[config.mk]
export PLATFORM = sky130hd
export DESIGN_NAME = sram_arbiter
export DESIGN_NICKNAME = d
export VERILOG_FILES = /design/src/rtl/sram_arb_pkg.sv /design/src/rtl/rr_arbiter2.sv /design/src/rtl/sram_arbiter.sv
export SDC_FILE = /design/constraint.sdc
export NUM_CORES = 1
export LEC_CHECK = 0
export ABC_AREA = 0
export BUFFER_PORTS_ARGS = -buffer_cell sky130_fd_sc_hd__clkbuf_2
export CAP_MARGIN = 40
export CORE_ASPECT_RATIO = 1.25
export CORE_MARGIN = 3
export CORE_UTILIZATION = 32
export CTS_BUF_LIST = sky130_fd_sc_hd__clkbuf_8 sky130_fd_sc_hd__clkbuf_16
export CTS_CLUSTER_SIZE = 40
export DETAILED_ROUTE_END_ITERATION = 7
export GPL_ROUTABILITY_DRIVEN = 0
export GPL_TIMING_DRIVEN = 0
export PLACE_DENSITY_LB_ADDON = 0.1
export SLEW_MARGIN = 20
export SYNTH_ARGS = -nofsm -noshare
export SYNTH_HDL_FRONTEND = slang
export SYNTH_SLANG_ARGS = --single-unit
[constraint.sdc]
create_clock -name clk -period 1.08 [get_ports clk]
set_input_delay 0.054 -clock clk [delete_from_list [all_inputs] [get_ports clk]]
set_output_delay 0.054 -clock clk [all_outputs]
set_load 0.01 [all_outputs]
[src/rtl/sram_arb_pkg.sv]
// Shared types for the two-port SRAM arbiter: sequencer states and requester IDs.
package sram_arb_pkg;

  typedef enum logic {
    INIT = 1'b0,
    RUN  = 1'b1
  } state_t;

  typedef logic req_id_t;

  localparam req_id_t REQ0 = 1'b0;
  localparam req_id_t REQ1 = 1'b1;

endpackage

[src/rtl/rr_arbiter2.sv]
// Two-way round-robin grant: a lone requester always wins, and a conflict goes to
// the requester that was not granted most recently.
module rr_arbiter2
  import sram_arb_pkg::*;
(
  input  logic [1:0] i_valid,
  input  req_id_t    i_last_grant,
  input  logic       i_enable,
  output logic [1:0] o_grant
);

  always_comb begin
    // NOTE: default first so every path assigns o_grant and no latch is inferred.
    o_grant = 2'b00;
    if (i_enable) begin
      case (i_valid)
        2'b01:   o_grant = 2'b01;
        2'b10:   o_grant = 2'b10;
        2'b11:   o_grant = (i_last_grant == REQ1) ? 2'b01 : 2'b10;
        default: o_grant = 2'b00;
      endcase
    end
  end

endmodule

[src/rtl/sram_arbiter.sv]
// Round-robin arbiter/sequencer sharing one single-port synchronous SRAM between two
// requesters. Define SRAM_ARB_INIT_EN to zero the whole SRAM after reset before any grant.
module sram_arbiter
  import sram_arb_pkg::*;
#(
  parameter int DATA_W = 8,
  parameter int ADDR_W = 8
) (
  input  logic              clk,
  input  logic              reset,
  input  logic              req0_valid,
  output logic              req0_ready,
  input  logic              req0_we,
  input  logic [ADDR_W-1:0] req0_addr,
  input  logic [DATA_W-1:0] req0_wdata,
  input  logic              req1_valid,
  output logic              req1_ready,
  input  logic              req1_we,
  input  logic [ADDR_W-1:0] req1_addr,
  input  logic [DATA_W-1:0] req1_wdata,
  output logic              rsp0_valid,
  output logic [DATA_W-1:0] rsp0_rdata,
  output logic              rsp1_valid,
  output logic [DATA_W-1:0] rsp1_rdata,
  output logic              mem_ce,
  output logic              mem_we,
  output logic [ADDR_W-1:0] mem_addr,
  output logic [DATA_W-1:0] mem_din,
  input  logic [DATA_W-1:0] mem_dout,
  output logic              busy
);

  logic [1:0]        w_grant;
  logic              w_run;
  logic              w_sweep;
  logic [ADDR_W-1:0] w_sweep_addr;
  logic              w_accept;
  req_id_t           w_acc_id;
  logic              w_acc_we;
  logic [ADDR_W-1:0] w_acc_addr;
  logic [DATA_W-1:0] w_acc_wdata;
  req_id_t           r_last_grant;
  logic              r_pend_valid;
  req_id_t           r_pend_id;

`ifdef SRAM_ARB_INIT_EN
  state_t            r_state;
  logic [ADDR_W-1:0] r_sweep_addr;

  always_ff @(posedge clk) begin
    // NOTE: sequential state uses non-blocking assignments so every register samples pre-edge values.
    if (reset) begin
      r_state      <= INIT;
      r_sweep_addr <= '0;
    end else if (r_state == INIT) begin
      r_sweep_addr <= r_sweep_addr + ADDR_W'(1);
      if (r_sweep_addr == '1) r_state <= RUN;
    end
  end

  // Outputs are forced quiet while reset is held, even before the state register clears.
  assign w_run        = !reset && (r_state == RUN);
  assign w_sweep      = !reset && (r_state == INIT);
  assign w_sweep_addr = r_sweep_addr;
  assign busy         = reset || (r_state == INIT);
`else
  assign w_run        = !reset;
  assign w_sweep      = 1'b0;
  assign w_sweep_addr = '0;
  assign busy         = 1'b0;
`endif

  rr_arbiter2 u_rr_arbiter2 (
    .i_valid      ({req1_valid, req0_valid}),
    .i_last_grant (r_last_grant),
    .i_enable     (w_run),
    .o_grant      (w_grant)
  );

  assign req0_ready  = w_grant[0];
  assign req1_ready  = w_grant[1];
  assign w_accept    = |w_grant;
  assign w_acc_id    = w_grant[1] ? REQ1 : REQ0;
  assign w_acc_we    = (w_acc_id == REQ1) ? req1_we    : req0_we;
  assign w_acc_addr  = (w_acc_id == REQ1) ? req1_addr  : req0_addr;
  assign w_acc_wdata = (w_acc_id == REQ1) ? req1_wdata : req0_wdata;

  always_comb begin
    mem_ce   = 1'b0;
    mem_we   = 1'b0;
    mem_addr = '0;
    mem_din  = '0;
    if (w_sweep) begin
      mem_ce   = 1'b1;
      mem_we   = 1'b1;
      mem_addr = w_sweep_addr;
    end else if (w_accept) begin
      mem_ce   = 1'b1;
      mem_we   = w_acc_we;
      mem_addr = w_acc_addr;
      mem_din  = w_acc_wdata;
    end
  end

  // One-entry pending slot: the SRAM returns read data exactly one cycle after the accept.
  always_ff @(posedge clk) begin
    if (reset) begin
      r_last_grant <= REQ1;
      r_pend_valid <= 1'b0;
      r_pend_id    <= REQ0;
    end else begin
      r_pend_valid <= w_accept && !w_acc_we;
      r_pend_id    <= w_acc_id;
      if (w_accept) r_last_grant <= w_acc_id;
    end
  end

  assign rsp0_valid = !reset && r_pend_valid && (r_pend_id == REQ0);
  assign rsp1_valid = !reset && r_pend_valid && (r_pend_id == REQ1);
  assign rsp0_rdata = rsp0_valid ? mem_dout : '0;
  assign rsp1_rdata = rsp1_valid ? mem_dout : '0;

endmodule

# Word-level counts from Yosys, hierarchy flattened
# Cells that the tools add are included.
# W data, S select, Z words.
[classes]
n_eq_ne = 3
muxes = 13
bitwise_logic = 1
reduce_logical = 7
[op_table]
columns = ["op", "count"]
rows = [
  ["$mux W8", 6],
  ["$pmux W2 S3", 1],
  ["$eq A2 B2 Y1 const B", 2],
  ["$logic_and A1 B1 Y1", 4],
  ["$mux W1", 4],
  ["$mux W2", 2],
  ["$eq A2 B1 Y1 const B", 1],
  ["$logic_not A1 Y1", 2],
  ["$reduce_or A2 Y1", 1],
  ["$not A1 Y1", 1],
]
[word_totals]
reg_bits = 3
inputBits = 46
output_inout_bits = 39

# Depth between registers and ports, before layout
# Gate-level depths: netlist (run 1).
[logic_depth]
word_depth = 7
mapped_depth = 3
depth_no_buf = 2

# By module
# A second synthesis (run 1) with hierarchy kept.
[unflattened]
cells_unflattened = 60
area_unflattened_um2 = 500.5
[modules_own_cells]
columns = ["mod", "n_inst", "cells_per_inst", "area_each_um2", "seq_area_each_um2"]
rows = [
  ["sram_arbiter", 1, 55, 479.2, 60.1],
  ["rr_arbiter2", 1, 5, 21.3, 0.0],
]

# Worst setup path after synthesis (run 1)
# No wires, ideal clock.
[synth_timing]
kind = "register -> output"
from = "reg r_last_grant"
to = "out mem_addr[7]"
arrival_time_ns = 0.978
required_time_ns = 1.026
path_slack_ns = 0.048
path_stages_with_launch = 4
path_buffers = 1
path_cell_list = "dfxtp_1 > nor2b_1 > clkbuf_1 > o32ai_1"
[synth_via]
elab_chain_len = 6
[synth_rtl]
columns = ["item", "line", "rtl"]
rows = [
  ["start, declared", "sram_arbiter.sv:42", "req_id_t r_last_grant;"],
  ["start signal, assigned", "sram_arbiter.sv:114", "if (w_accept) r_last_grant <= w_acc_id;"],
  ["$mux W2 (*)", "rr_arbiter2.sv:19", "2'b11: o_grant = (i_last_grant == REQ1) ? 2'b01 : 2'b10;"],
  ["$pmux W2 S3 (*)", "rr_arbiter2.sv:16", "case (i_valid)"],
  ["$mux W2 (*)", "rr_arbiter2.sv:15", "if (i_enable) begin"],
  ["$mux W1", "sram_arbiter.sv:83", "assign w_acc_id = w_grant[1] ? REQ1 : REQ0;"],
  ["$mux W8", "sram_arbiter.sv:85", "assign w_acc_addr = (w_acc_id == REQ1) ? req1_addr : req0_addr;"],
  ["$mux W8 (*)", "sram_arbiter.sv:97", "end else if (w_accept) begin"],
  ["end, declared", "sram_arbiter.sv:27", "output logic [ADDR_W-1:0] mem_addr,"],
]
# Mark *: on every way between the ends. The rest lies on a longest branch, timed or not.

# Worst setup path in the final report (run 1)
[layout_timing]
from = "reg r_last_grant"
to = "out req1_ready"
[layout_via]
elab_chain_len = 3
[layout_rtl]
columns = ["item", "line", "rtl"]
rows = [
  ["$mux W2", "rr_arbiter2.sv:19", ""],
  ["$pmux W2 S3", "rr_arbiter2.sv:16", ""],
  ["$mux W2", "rr_arbiter2.sv:15", ""],
  ["end, declared", "sram_arbiter.sv:17", "output logic req1_ready,"],
]
# No other way between the ends.

==> results of run 1 <==
-- power breakdown --
part	internal, mW	switching [mW]
clock network	0.242	0.0764
logic	0.260	0.232
registers	0.119	0.0115
total	0.621	0.320
-- routing by layer --
layer | vias up | part of all wire | GRT usage
li1 | 529 | - | -
met1 | 494 | 0.36 | 0.2331
met2 | 65 | 0.54 | 0.3767
met3 | 7 | 0.084 | 0.02524
met4 | 0 | 0.020 | 0.07510
met5 | - | 0 | 0
-- synth_stat cells (2+ instances only) --
library cell,n,share of area
sky130_fd_sc_hd__nor2_1,4,0.022
sky130_fd_sc_hd__and2_1,16,0.15
sky130_fd_sc_hd__o32ai_1,18,0.24
sky130_fd_sc_hd__nand2b_1,34,0.32
sky130_fd_sc_hd__dfxtp_1,3,0.090
sky130_fd_sc_hd__clkbuf_1,9,0.051
sky130_fd_sc_hd__buf_2,2,0.015
-- area by class of cell --
type	instances	area, µm²	share of cell area
Multi-Input combinational cell	83	762.0	0.5118
Timing Repair Buffer	86	499.2	0.3353
Buffer	11	86.33	0.05798
Sequential cell	3	68.82	0.04622
Clock buffer	3	41.29	0.02773
Tap cell	19	23.77	0.01597
Clock inverter	1	3.754	0.002521
Inverter	1	3.754	0.002521
-- metrics by stage --
step | utilization | area, µm² | total power [mW] | hold WS, ns
finish | 0.7955 | 1489 | 0.9406 | 0.1230
detailed placement | 0.5916 | 1107 | 0.4830 | 0.3540
global placement | 0.5916 | 1107 | 0.4721 | 0.3526
floorplan | - | 668.1 | 0.3130 | 0.1616
global route | 0.7955 | 1489 | 1.006 | 0.1462
CTS | 0.7340 | 1374 | 0.9011 | 0.1208
-- worst min-delay path: cells and delay by family --
family / cells / cell delay, ns
AO/OA/AOI/OAI: 1 / 0.06
AND/OR/NAND/NOR: 1 / 0.09
buffers and inverters: 1 / 0.08
-- worst paths after layout --
check	slack [ns]	depth (start not counted)	end
worst max register to register	0.14	3	r_pend_valid$_SDFF_PP0_
worst max-delay path	-0.22	4	req1_ready
worst min-delay path	0.12	3	r_pend_valid$_SDFF_PP0_
worst min register to register	0.60	2	r_last_grant$_SDFFE_PP1P_
-- registers in the layout, indices dropped and copies added, names as in the netlist --
register / flops
r_last_grant: 1
r_pend_id: 1
r_pend_valid: 1
-- repair_timing --
| item | 4_1_cts | 5_1_grt |
|---|---|---|
| resized for setup | 39 | 64 |
| setup endpoints to repair | 38 | 35 |
| setup buffers | 0 | 1 |
| gates cloned | 4 | 0 |
| pin swaps | 19 | 13 |
| hold endpoints to repair | 0 | 0 |
| hold buffers | 0 | 0 |
-- logic make-up after synthesis --
group,count (synthesis)
other,1
and+or+nand+nor,60
DFF,3
AOI/OAI and AO/OA,20
buffers and inverters,13
==> summary.txt, run 1 <==
Run status
  – Run status: finished, violations left
  – Violated checks: setup timing

Timing
  – Final setup fails: 35
  – Setup clock skew after layout: 0.001060 ns
  – F_max: between 700 and 800 MHz
  – Setup slack after layout: -0.2181 ns
  – Number of hold violations in the final report: 0
  – Setup repair after global routing missed its margin: yes
  – Worst rel slew slack: 0.5445
  – Actual slew at the worst max-slew pin: 0.6833 ns
  – Final-report max-slew violation count: 0
  – Final Cycle Share: 1.202
  – Minimum clock period: ~1.3 ns
  – Summed negative setup slack over all endpoints: -4.085 ns

Finish
  – Post-layout instance count excluding filler cells: approximately 210
  – Share of final-layout standard cells stronger than drive strength 1: 0.6862
  – Area growth from synthesis to layout: 122.8%
  – Leading cell types in the layout, fill and taps excluded: sky130_fd_sc_hd__clkbuf_2 (48), sky130_fd_sc_hd__nand2b_1 (34), sky130_fd_sc_hd__buf_2 (27)
  – Number of nets in the finished design: between 200 and 250
  – Most common library cell in the layout ignoring fill and taps: sky130_fd_sc_hd__clkbuf_2
  – Filler cell count in the final layout: between 100 and 150
  – Number of antenna cells inserted: 0

Setup path
  – Worst Path Arrival: around 1.2 ns
  – Number of buffer and inverter instances along the worst setup path: 2
  – Worst r2r src: r_last_grant$_SDFFE_PP1P_
  – Delay contributed by the slowest stage of the critical path: roughly 0.35 ns
  – Slowest stage cell on the critical path: sky130_fd_sc_hd__dfxtp_4
  – Required time worst endpoint: ~1.0 ns
  – Cell Chain, Critical Path: a21bo_4, buf_8, nor2_1, buf_2
  – Largest delay contributor family on the critical path: flip-flops
  – Launching instance or port of the critical path: r_last_grant$_SDFFE_PP1P_
  – Kind of launch point of the worst setup path: flip-flop
  – Largest fanout of any net on the critical path: 5
  – Crit Path Class: reg -> out
  – Setup crit end kind: output pin

Die
  – Overall die height: 57.09 µm
  – Initial core utilization: 0.3570
  – Number of cell rows: 17
  – Number of ports placed on the die boundary: 85
  – Overall die width: between 40 and 50 µm
  – CORE AREA: ~1900 µm²
  – Die Area: roughly 2700 µm²

Power and ir drop
  – Power per standard cell area: approximately 630 nW/µm²
  – Leakage power summed over all cells: approximately 0.75 nW
  – Worst IR drop on VDD: 400.2 µV

Logic synthesis
  – Simple-gate share of the synthesized area: 0.5581
  – Fraction of registers with async set or reset after synthesis: 0
  – Combinational family with the most area after synthesis: simple AND/OR/NAND/NOR gates
  – Synthesized area per cell: approximately 6.9 µm²
  – Number of synthesized register bits: 3
  – Compound-gate portion of the synthesized area: 0.2640
  – Leading register cell type out of synthesis: sky130_fd_sc_hd__dfxtp_1
  – Netlist cell types: 18
  – Post-synthesis cell area: ~670 µm²
  – Post-synthesis xor/xnor area fraction: 0
  – Synthesized instance count: 97
  – Post-synthesis sequential area ratio: 0.08989
  – Synthesized net count: around 140
  – Yosys warning total: 0
  – Multiplexer share of the synthesized area: 0
  – Adder and majority cell fraction of the synthesized area: 0
  – Count of flip-flops with a built-in enable after synthesis: 0

Drt
  – Sum of routed wire length over all layers: just over 3000 µm
  – # DRC: 0
  – Average detailed-routed wire length per instance: 14.71 µm
  – First DRT Iteration DRCs: 14
  – Via count: 1095
  – DR pass1 iterations: 4
  – Via density per instance: ~5.3
  – Detail Route Antenna Nets: 0

Clocking
  – Root Buffer Master: sky130_fd_sc_hd__clkbuf_8
  – Count of clock tree sinks: 3
  – Clock slew seen by the registers of the worst setup and hold paths: 0.03 ns
  – Clk Latency, worst-skew pair: roughly 0.22 ns
  – Clk buf depth: 2
  – Clock tree from TritonCTS: built
  – H-tree depth: 1
  – Number of buffers inserted during clock tree synthesis: 3

Placed design
  – Detailed-placement wirelength estimate: ~2000 µm
  – Pre-CTS WS: -0.1064 ns
  – Input/output buffers: 83
  – Number of cells in the design after placement: just under 200

GRT
  – Number of global-route vias before repair: 1018
  – Global Route Usage Sum: 0.2076
  – Antenna violations before repair: 0
  – Total congestion overflow after global routing: 0
  – Maximum number of pins on one net before global-route repair: 11
  – Wire length of the first global-routing pass: roughly 4300 µm

Job
  – Number of maximum-capacitance violations: 0

Hold path
  – Hold_sp: req0_we
  – Class of the worst hold path: in -> reg
Power figures use the tool's default switching activity.
==> inputs of run 2 (changes only) <==
--- a/config.mk
+++ b/config.mk
@@ -5,19 +5,19 @@
 export SDC_FILE = /design/constraint.sdc
 export NUM_CORES = 1
 export LEC_CHECK = 0
-export ABC_AREA = 0
+export ABC_AREA = 1
 export BUFFER_PORTS_ARGS = -buffer_cell sky130_fd_sc_hd__clkbuf_2
 export CAP_MARGIN = 40
 export CORE_ASPECT_RATIO = 1.25
 export CORE_MARGIN = 3
-export CORE_UTILIZATION = 32
+export CORE_UTILIZATION = 31
 export CTS_BUF_LIST = sky130_fd_sc_hd__clkbuf_8 sky130_fd_sc_hd__clkbuf_16
 export CTS_CLUSTER_SIZE = 40
 export DETAILED_ROUTE_END_ITERATION = 7
 export GPL_ROUTABILITY_DRIVEN = 0
 export GPL_TIMING_DRIVEN = 0
 export PLACE_DENSITY_LB_ADDON = 0.1
-export SLEW_MARGIN = 20
+export SLEW_MARGIN = 30
 export SYNTH_ARGS = -nofsm -noshare
 export SYNTH_HDL_FRONTEND = slang
 export SYNTH_SLANG_ARGS = --single-unit
==> run 2 against run 1 <==
Against the previous run:
- the run still ends with setup timing left
- total power is 7.4% lower
- combinational power is 14% lower
- via count is 0.91% lower
- sequential share of layout area is 0.13 points higher
- synthesized cell count is 45% higher
- critical path depth is 3 higher
- hold slack worse by 0.018 ns
- clock power hardly changed
- largest cell class is now non-clock buffers
- highest routed layer unchanged
==> summary.txt, run 2 <==
Run status
  – Violated checks: setup timing (unchanged)
  – Run status: finished, violations left (unchanged)

Drt
  – DR pass1 iterations: 4 (unchanged)
  – Average detailed-routed wire length per instance: 9.137 µm (was 14.71 µm)
  – Sum of routed wire length over all layers: 2339 µm (was 3045 µm)
  – Detail Route Antenna Nets: 0 (unchanged)
  – # DRC: 0 (unchanged)
  – Via density per instance: 4.238 (was 5.290)
  – First DRT Iteration DRCs: 10 (was 14)
  – Via count: 1085 (was 1095)

Timing
  – Number of hold violations in the final report: 0 (unchanged)
  – Setup clock skew after layout: 0.001315 ns (was 0.001060 ns)
  – Setup repair after global routing missed its margin: yes (unchanged)
  – Final Cycle Share: 1.177 (was 1.202)
  – Minimum clock period: 1.271 ns (was 1.298 ns)
  – Final setup fails: 27 (was 35)
  – F_max: 786.6 MHz (was 770.4 MHz)
  – Setup slack after layout: -0.1914 ns (was -0.2181 ns)
  – Final-report max-slew violation count: 0 (unchanged)

Power and ir drop
  – Leakage power summed over all cells: 0.9476 nW (was 0.7541 nW)
  – Power per standard cell area: 661.5 nW/µm² (was 631.8 nW/µm²)
  – PnR Total Power: 0.8707 mW (was 0.9406 mW)
  – Worst IR drop on VDD: 547.4 µV (was 400.2 µV)

Clocking
  – Clk buf depth: 2 (unchanged)
  – Number of buffers inserted during clock tree synthesis: 3 (unchanged)
  – Count of clock tree sinks: 3 (unchanged)
  – Clock tree from TritonCTS: built (unchanged)
  – Root Buffer Master: sky130_fd_sc_hd__clkbuf_8 (unchanged)
  – Clk Latency, worst-skew pair: 0.22 ns (about the same)
  – Hold-fix buffers at CTS: 0 (unchanged)
  – Clock slew seen by the registers of the worst setup and hold paths: 0.03 ns (about the same)
  – H-tree depth: 1 (unchanged)

Setup path
  – Kind of launch point of the worst setup path: flip-flop (unchanged)
  – Worst r2r src: r_last_grant$_SDFFE_PP1P_ (unchanged)
  – Largest delay contributor family on the critical path: simple AND/OR/NAND/NOR gates (was flip-flops)
  – Largest fanout of any net on the critical path: 5 (unchanged)
  – Critical R2R Capture: r_pend_valid$_SDFF_PP0_ (unchanged)
  – Number of buffer and inverter instances along the worst setup path: 2 (unchanged)
  – Setup crit end kind: output pin (unchanged)
  – Cell Chain, Critical Path: nand2_4, nand3_4, buf_6, nand2_2, nand2_1, nor2_1, buf_2 (was a21bo_4, buf_8, nor2_1, buf_2)
  – Worst R2R Setup Slack: 0.17 ns (was 0.14 ns)
  – R2R depth: 6 (was 3)
  – Required time worst endpoint: 1.03 ns (about the same)
  – Slowest stage cell on the critical path: sky130_fd_sc_hd__dfxtp_2 (was sky130_fd_sc_hd__dfxtp_4)
  – Worst Path Arrival: 1.22 ns (was 1.24 ns)
  – Delay contributed by the slowest stage of the critical path: 0.32 ns (was 0.35 ns)
  – Crit Path Class: reg -> out (unchanged)

Logic synthesis
  – Netlist cell types: 15 (was 18)
  – Yosys warning total: 0 (unchanged)
  – Post-synthesis xor/xnor area fraction: 0 (unchanged)
  – Compound-gate portion of the synthesized area: 0.02510 (was 0.2640)
  – Multiplexer share of the synthesized area: 0 (unchanged)
  – Cell types occupying the most area after synthesis: sky130_fd_sc_hd__nor2_1 (28%), sky130_fd_sc_hd__nand2_1 (22%), sky130_fd_sc_hd__inv_1 (19%) (was sky130_fd_sc_hd__nand2b_1 (32%), sky130_fd_sc_hd__o32ai_1 (24%), sky130_fd_sc_hd__and2_1 (15%))
  – Synthesized net count: 187 (was 143)
  – Cell with the most instances after synthesis: sky130_fd_sc_hd__nor2_1 (was sky130_fd_sc_hd__nand2b_1)
  – Leading register cell type out of synthesis: sky130_fd_sc_hd__dfxtp_1 (unchanged)
  – Fraction of registers with async set or reset after synthesis: 0 (unchanged)
  – Combinational family with the most area after synthesis: simple AND/OR/NAND/NOR gates (unchanged)
  – Largest area contributor in the netlist: sky130_fd_sc_hd__nor2_1 (was sky130_fd_sc_hd__nand2b_1)
  – Most common library cells after synthesis: sky130_fd_sc_hd__nor2_1 (49), sky130_fd_sc_hd__nand2_1 (38), sky130_fd_sc_hd__inv_1 (32) (was sky130_fd_sc_hd__nand2b_1 (34), sky130_fd_sc_hd__o32ai_1 (18), sky130_fd_sc_hd__and2_1 (16))
  – Adder and majority cell fraction of the synthesized area: 0 (unchanged)
  – Synthesized instance count: 141 (was 97)
  – Simple-gate share of the synthesized area: 0.6042 (was 0.5581)
  – Post-synthesis sequential area ratio: 0.09266 (was 0.08989)
  – Synthesized area per cell: 4.597 µm² (was 6.888 µm²)
  – Post-synthesis cell area: 648.1 µm² (was 668.1 µm²)
  – Count of flip-flops with a built-in enable after synthesis: 0 (unchanged)
  – Number of synthesized register bits: 3 (unchanged)
  – Fraction of post-synthesis cell area in the top cell type by area: 0.2838 (was 0.3184)

GRT
  – Met1 GRT Util: 0.1595 (was 0.2331)
  – Met2 routing resource usage after global routing: 0.3107 (was 0.3767)
  – Global Route Usage Sum: 0.1642 (was 0.2076)
  – Met3 routing resource usage after global routing: 0.02524 (unchanged)
  – Antenna violations before repair: 0 (unchanged)
  – Total congestion overflow after global routing: 0 (unchanged)
  – Maximum number of pins on one net before global-route repair: 11 (unchanged)
  – Global-route layer with the greatest usage: met2 (unchanged)
  – Wire length of the first global-routing pass: 3374 µm (was 4257 µm)
  – Number of global-route vias before repair: 883 (was 1018)

Die
  – Initial core utilization: 0.3463 (was 0.3570)
  – Overall die width: 46.90 µm (was 46.87 µm)
  – Die Area: 2679 µm² (was 2676 µm²)
  – CORE AREA: 1872 µm² (unchanged)
  – Number of cell rows: 17 (unchanged)
  – Overall die height: 57.12 µm (was 57.09 µm)
  – Number of ports placed on the die boundary: 85 (unchanged)

Hold path
  – Hold path endpoint: r_pend_valid$_SDFF_PP0_ (unchanged)
  – Hold_sp: req0_we (unchanged)
  – Worst hold path cell count: 4 (was 3)
  – Class of the worst hold path: in -> reg (unchanged)

Placed design
  – Number of cells in the design after placement: 243 (was 199)
  – Pre-CTS WS: -0.01484 ns (was -0.1064 ns)
  – Standard cell area after detailed placement: 1087 µm² (was 1107 µm²)
  – Detailed-placement wirelength estimate: 1815 µm (was 1958 µm)
  – Input/output buffers: 83 (unchanged)

Finish
  – Most common library cell in the layout ignoring fill and taps: sky130_fd_sc_hd__clkbuf_2 (unchanged)
  – Storage element area: 62.56 µm² (was 68.82 µm²)
  – Leading cell types in the layout, fill and taps excluded: sky130_fd_sc_hd__clkbuf_2 (62), sky130_fd_sc_hd__nor2_1 (44), sky130_fd_sc_hd__inv_1 (32) (was sky130_fd_sc_hd__clkbuf_2 (48), sky130_fd_sc_hd__nand2b_1 (34), sky130_fd_sc_hd__buf_2 (27))
  – Leading registers by flop count: r_last_grant (1), r_pend_id (1), r_pend_valid (1) (unchanged)
  – Number of nets in the finished design: 284 (was 235)
  – Area growth from synthesis to layout: 103.1% (was 122.8%)
  – Finished Cell Area: 1316 µm² (was 1489 µm²)
  – Number of antenna cells inserted: 0 (unchanged)
  – Share of final-layout standard cells stronger than drive strength 1: 0.5316 (was 0.6862)
  – Post-layout instance count excluding filler cells: 256 (was 207)
  – Filler cell count in the final layout: 172 (was 125)
  – Area of the multi-input gates: 494.2 µm² (was 762.0 µm²)

Job
  – Number of maximum-capacitance violations: 0 (unchanged)
-- run 2: changes by cell type after synthesis, sizes merged, moves of 9 or more --
cell    previous run  this run
clkbuf             9         0
nor2               4        52
nand2              0        39
inv                1        34
and2              16         0
o32ai             18         0
nand2b            34         0
-- run 2: worst register-to-register path: stages (launching register included) --
cell and delay, ns:
sky130_fd_sc_hd__dfxtp_2 0.34, sky130_fd_sc_hd__nand2_4 0.07, sky130_fd_sc_hd__buf_4 0.14, sky130_fd_sc_hd__buf_6 0.11, sky130_fd_sc_hd__nand3_1 0.07, sky130_fd_sc_hd__nand2_1 0.05, sky130_fd_sc_hd__nor2_1 0.07
-- run 2: how the worst max path moves through the flow --
stage,start,endpoint,slack [ns],depth (start not counted)
floorplan,r_last_grant$_SDFFE_PP1P_,mem_din[2],0.13,6
global placement,r_last_grant$_SDFFE_PP1P_,mem_din[2],0.02,7
detailed placement,r_last_grant$_SDFFE_PP1P_,mem_din[4],-0.01,7
CTS,r_last_grant$_SDFFE_PP1P_,mem_din[4],-0.19,7
global route,r_last_grant$_SDFFE_PP1P_,mem_din[2],-0.30,7
finish,r_last_grant$_SDFFE_PP1P_,mem_din[0],-0.19,7
-- run 2: final cells by class --
| cell class | instances | share of cell area |
|---|---|---|
| repair buffers | 91 | 0.3907 |
| well taps | 19 | 0.01806 |
| plain buffers | 5 | 0.03707 |
| flip-flops and latches | 3 | 0.04753 |
| clock inverters | 1 | 0.002852 |
| multi-input cells | 100 | 0.3755 |
| clock buffers | 3 | 0.03137 |
| inverters | 34 | 0.09696 |
-- run 2: cell families (layout without fill, tap and decap cells) --
logic type             after synthesis  after routing
other                                1              1
and+or+nand+nor                     96             97
AOI/OAI and AO/OA                    2              2
DFF                                  3              3
buffers and inverters               39            134
-- run 2: power breakdown --
group | total, mW | leakage (nW) | switching (mW) | internal [mW]
clock network | 0.319 | 0.0269 | 0.0769 | 0.242
registers | 0.128 | 0.0251 | 0.00723 | 0.120
logic | 0.424 | 0.896 | 0.220 | 0.204
total | 0.871 | 0.948 | 0.304 | 0.567
-- run 2: repair_timing --
action                     in CTS  in global routing
pin swaps                       2                  8
setup buffers                   4                  2
cloned                          3                  1
resized for setup               9                 45
setup endpoints to repair      36                 37
-- run 2: stage by stage --
| stage | hold WS (ns) | util | setup TNS [ns] |
|---|---|---|---|
| after CTS | 0.1096 | 0.6471 | -3.844 |
| final | 0.1046 | 0.7032 | -3.802 |
| after detailed placement | 0.3375 | 0.5809 | -0.01484 |
| after global placement | 0.3284 | 0.5809 | 0 |
| after floorplan | 0.1555 | - | 0 |
| after global routing | 0.1230 | 0.7032 | -5.902 |
-- run 2: layer usage --
metal,routed length [µm],share of wire,vias to the layer above
li1,-,-,587
met1,759,0.32,427
met2,1214,0.52,66
met4,38,0.016,0
met3,326,0.14,5
met5,0,0,-
==> inputs of run 3 (changes only) <==
--- a/config.mk
+++ b/config.mk
@@ -16,7 +16,8 @@
 export DETAILED_ROUTE_END_ITERATION = 7
 export GPL_ROUTABILITY_DRIVEN = 0
 export GPL_TIMING_DRIVEN = 0
-export PLACE_DENSITY_LB_ADDON = 0.1
+export PLACE_DENSITY_LB_ADDON = 0.25
+export SETUP_SLACK_MARGIN = 0.2
 export SLEW_MARGIN = 30
 export SYNTH_ARGS = -nofsm -noshare
 export SYNTH_HDL_FRONTEND = slang
==> run 3 against run 2 <==
Against the previous run:
- the run still ends with setup timing left
- highest routed layer is now met3
- wire length shrank 2.9%
- combinational power grew 3%
- clock power shrank 3%
- sequential power is essentially flat
- global-route usage shrank 1.2 points
- fmax shrank 2.4%
- critical path type unchanged
- first-iteration DRC count shrank 60%
- sequential cell count is the same
- hold slack gained 0.011 ns
- largest power group unchanged
- largest cell class unchanged
- design area grew 2.9%
==> summary.txt, run 3 (synthesized netlist as in run 2, its figures left out) <==
Job
  – Number of maximum-capacitance violations: 0 (unchanged)

Placed design
  – Number of cells in the design after placement: 243 (unchanged)
  – Input/output buffers: 83 (unchanged)
  – Detailed-placement wirelength estimate: 1706 µm (was 1815 µm)

Finish
  – Number of antenna cells inserted: 0 (unchanged)
  – Area growth from synthesis to layout: 108.9% (was 103.1%)
  – Leading registers by flop count: r_last_grant (1), r_pend_id (1), r_pend_valid (1) (unchanged)
  – Share of final-layout standard cells stronger than drive strength 1: 0.6329 (was 0.5316)
  – Filler cell count in the final layout: 168 (was 172)
  – Leading cell types in the layout, fill and taps excluded: sky130_fd_sc_hd__clkbuf_2 (54), sky130_fd_sc_hd__nand2_1 (30), sky130_fd_sc_hd__inv_1 (30) (was sky130_fd_sc_hd__clkbuf_2 (62), sky130_fd_sc_hd__nor2_1 (44), sky130_fd_sc_hd__inv_1 (32))
  – Post-layout instance count excluding filler cells: 256 (unchanged)
  – Most common library cell in the layout ignoring fill and taps: sky130_fd_sc_hd__clkbuf_2 (unchanged)
  – Number of nets in the finished design: 284 (unchanged)

Drt
  – Sum of routed wire length over all layers: 2272 µm (was 2339 µm)
  – Average detailed-routed wire length per instance: 8.875 µm (was 9.137 µm)
  – Via density per instance: 4.141 (was 4.238)
  – First DRT Iteration DRCs: 4 (was 10)
  – DR pass1 iterations: 4 (unchanged)
  – # DRC: 0 (unchanged)
  – Via count: 1060 (was 1085)
  – Detail Route Antenna Nets: 0 (unchanged)

Timing
  – Final-report max-slew violation count: 0 (unchanged)
  – Setup repair after global routing missed its margin: yes (unchanged)
  – Setup slack after layout: -0.2221 ns (was -0.1914 ns)
  – Number of hold violations in the final report: 0 (unchanged)
  – Final setup fails: 26 (was 27)
  – Summed negative setup slack over all endpoints: -3.583 ns (was -3.802 ns)
  – Setup clock skew after layout: 0.001400 ns (was 0.001315 ns)
  – Final Cycle Share: 1.206 (was 1.177)
  – F_max: 768.0 MHz (was 786.6 MHz)
  – Minimum clock period: 1.302 ns (was 1.271 ns)

Die
  – Overall die height: 57.12 µm (unchanged)
  – Number of ports placed on the die boundary: 85 (unchanged)
  – Die Area: 2679 µm² (unchanged)
  – Initial core utilization: 0.3463 (unchanged)
  – CORE AREA: 1872 µm² (unchanged)
  – Overall die width: 46.90 µm (unchanged)
  – Number of cell rows: 17 (unchanged)

GRT
  – Number of global-route vias before repair: 892 (was 883)
  – Total congestion overflow after global routing: 0 (unchanged)
  – Global Route Usage Sum: 0.1517 (was 0.1642)
  – Antenna violations before repair: 0 (unchanged)
  – Maximum number of pins on one net before global-route repair: 11 (unchanged)
  – Wire length of the first global-routing pass: 3229 µm (was 3374 µm)

Clocking
  – H-tree depth: 1 (unchanged)
  – Root Buffer Master: sky130_fd_sc_hd__clkbuf_8 (unchanged)
  – Clock tree from TritonCTS: built (unchanged)
  – Clk Latency, worst-skew pair: 0.21 ns (was 0.22 ns)
  – Hold-fix buffers at CTS: 0 (unchanged)
  – Count of clock tree sinks: 3 (unchanged)
  – Clk buf depth: 2 (unchanged)
  – Clock slew seen by the registers of the worst setup and hold paths: 0.03 ns (about the same)
  – Number of buffers inserted during clock tree synthesis: 3 (unchanged)

Setup path
  – Setup crit end kind: output pin (unchanged)
  – Largest fanout of any net on the critical path: 7 (was 5)
  – Worst Path Arrival: 1.25 ns (was 1.22 ns)
  – Required time worst endpoint: 1.03 ns (about the same)
  – Kind of launch point of the worst setup path: flip-flop (unchanged)
  – Worst R2R Setup Slack: 0.15 ns (was 0.17 ns)
  – Crit Path Class: reg -> out (unchanged)

Power and ir drop
  – Worst IR drop on VDD: 457.2 µV (was 547.4 µV)
  – PnR Total Power: 0.8705 mW (was 0.8707 mW)
  – Leakage power summed over all cells: 0.9500 nW (was 0.9476 nW)
  – Power per standard cell area: 643.0 nW/µm² (was 661.5 nW/µm²)

Run status
  – Violated checks: setup timing (unchanged)
  – Run status: finished, violations left (unchanged)

Hold path
  – Class of the worst hold path: in -> reg (unchanged)
## run 3: cell types whose count changed in the layout (fill, tap and decap cells not counted), sizes merged
cell	change
buf	+9
clkbuf	-8
nand3	-1
## run 3: worst paths after layout
path,depth (start not counted),to,startpoint
min,4,r_pend_valid$_SDFF_PP0_,req0_we
max reg2reg,6,r_pend_valid$_SDFF_PP0_,r_last_grant$_SDFFE_PP1P_
min reg2reg,3,r_last_grant$_SDFFE_PP1P_,r_last_grant$_SDFFE_PP1P_
max,6,mem_din[3],r_last_grant$_SDFFE_PP1P_
## run 3: repair_timing
item | CTS | global route
gates cloned | 3 | 0
gates resized for setup | 16 | 53
endpoints found under the setup margin | 38 | 39
pin swaps | 2 | 4
buffers inserted | 4 | 2
## run 3: where the power goes
group / internal, mW / switching (mW) / total, mW
sequential: 0.121 / 0.00642 / 0.127
combinational: 0.211 / 0.224 / 0.435
clock: 0.241 / 0.0666 / 0.308
total: 0.573 / 0.297 / 0.870
## run 3: per-stage QoR
stage,area [µm²],util,worst slack (ns),hold WS [ns]
3_3_place_gp,1120,0.5983,-0.01124,0.3278
2_1_floorplan,680.7,-,0.1650,0.1555
5_1_grt,1354,0.7233,-0.2913,0.1235
4_1_cts,1262,0.6745,-0.2063,0.1086
3_5_place_dp,1120,0.5983,-0.01283,0.3259
6_report,1354,0.7233,-0.2221,0.1156
## run 3: area by class of cell
class                   instances  area [µm²]  share of cell area
plain buffers                   5       52.55             0.03882
clock buffers                   3       41.29             0.03050
clock inverters                 1       3.754            0.002773
inverters                      34       130.1             0.09612
multi-input cells              99       521.8              0.3854
flip-flops and latches          3       63.81             0.04713
well taps                      19       23.77             0.01756
repair buffers                 92       516.7              0.3817
## run 3: worst max-delay path: stages, from the launching register on
cell and delay [ns]:
sky130_fd_sc_hd__dfxtp_2 0.31, sky130_fd_sc_hd__nand2_2 0.08, sky130_fd_sc_hd__nand3_4 0.14, sky130_fd_sc_hd__buf_2 0.19
sky130_fd_sc_hd__nor2_1 0.12, sky130_fd_sc_hd__nor2_2 0.05, sky130_fd_sc_hd__buf_2 0.14
## run 3: metal layers
metal	track usage	up-vias	part of all wire
li1	-	586	-
met1	0.1488	414	0.35
met2	0.3068	60	0.52
met3	0.009464	0	0.13
met4	0.04743	0	0
met5	0	-	0
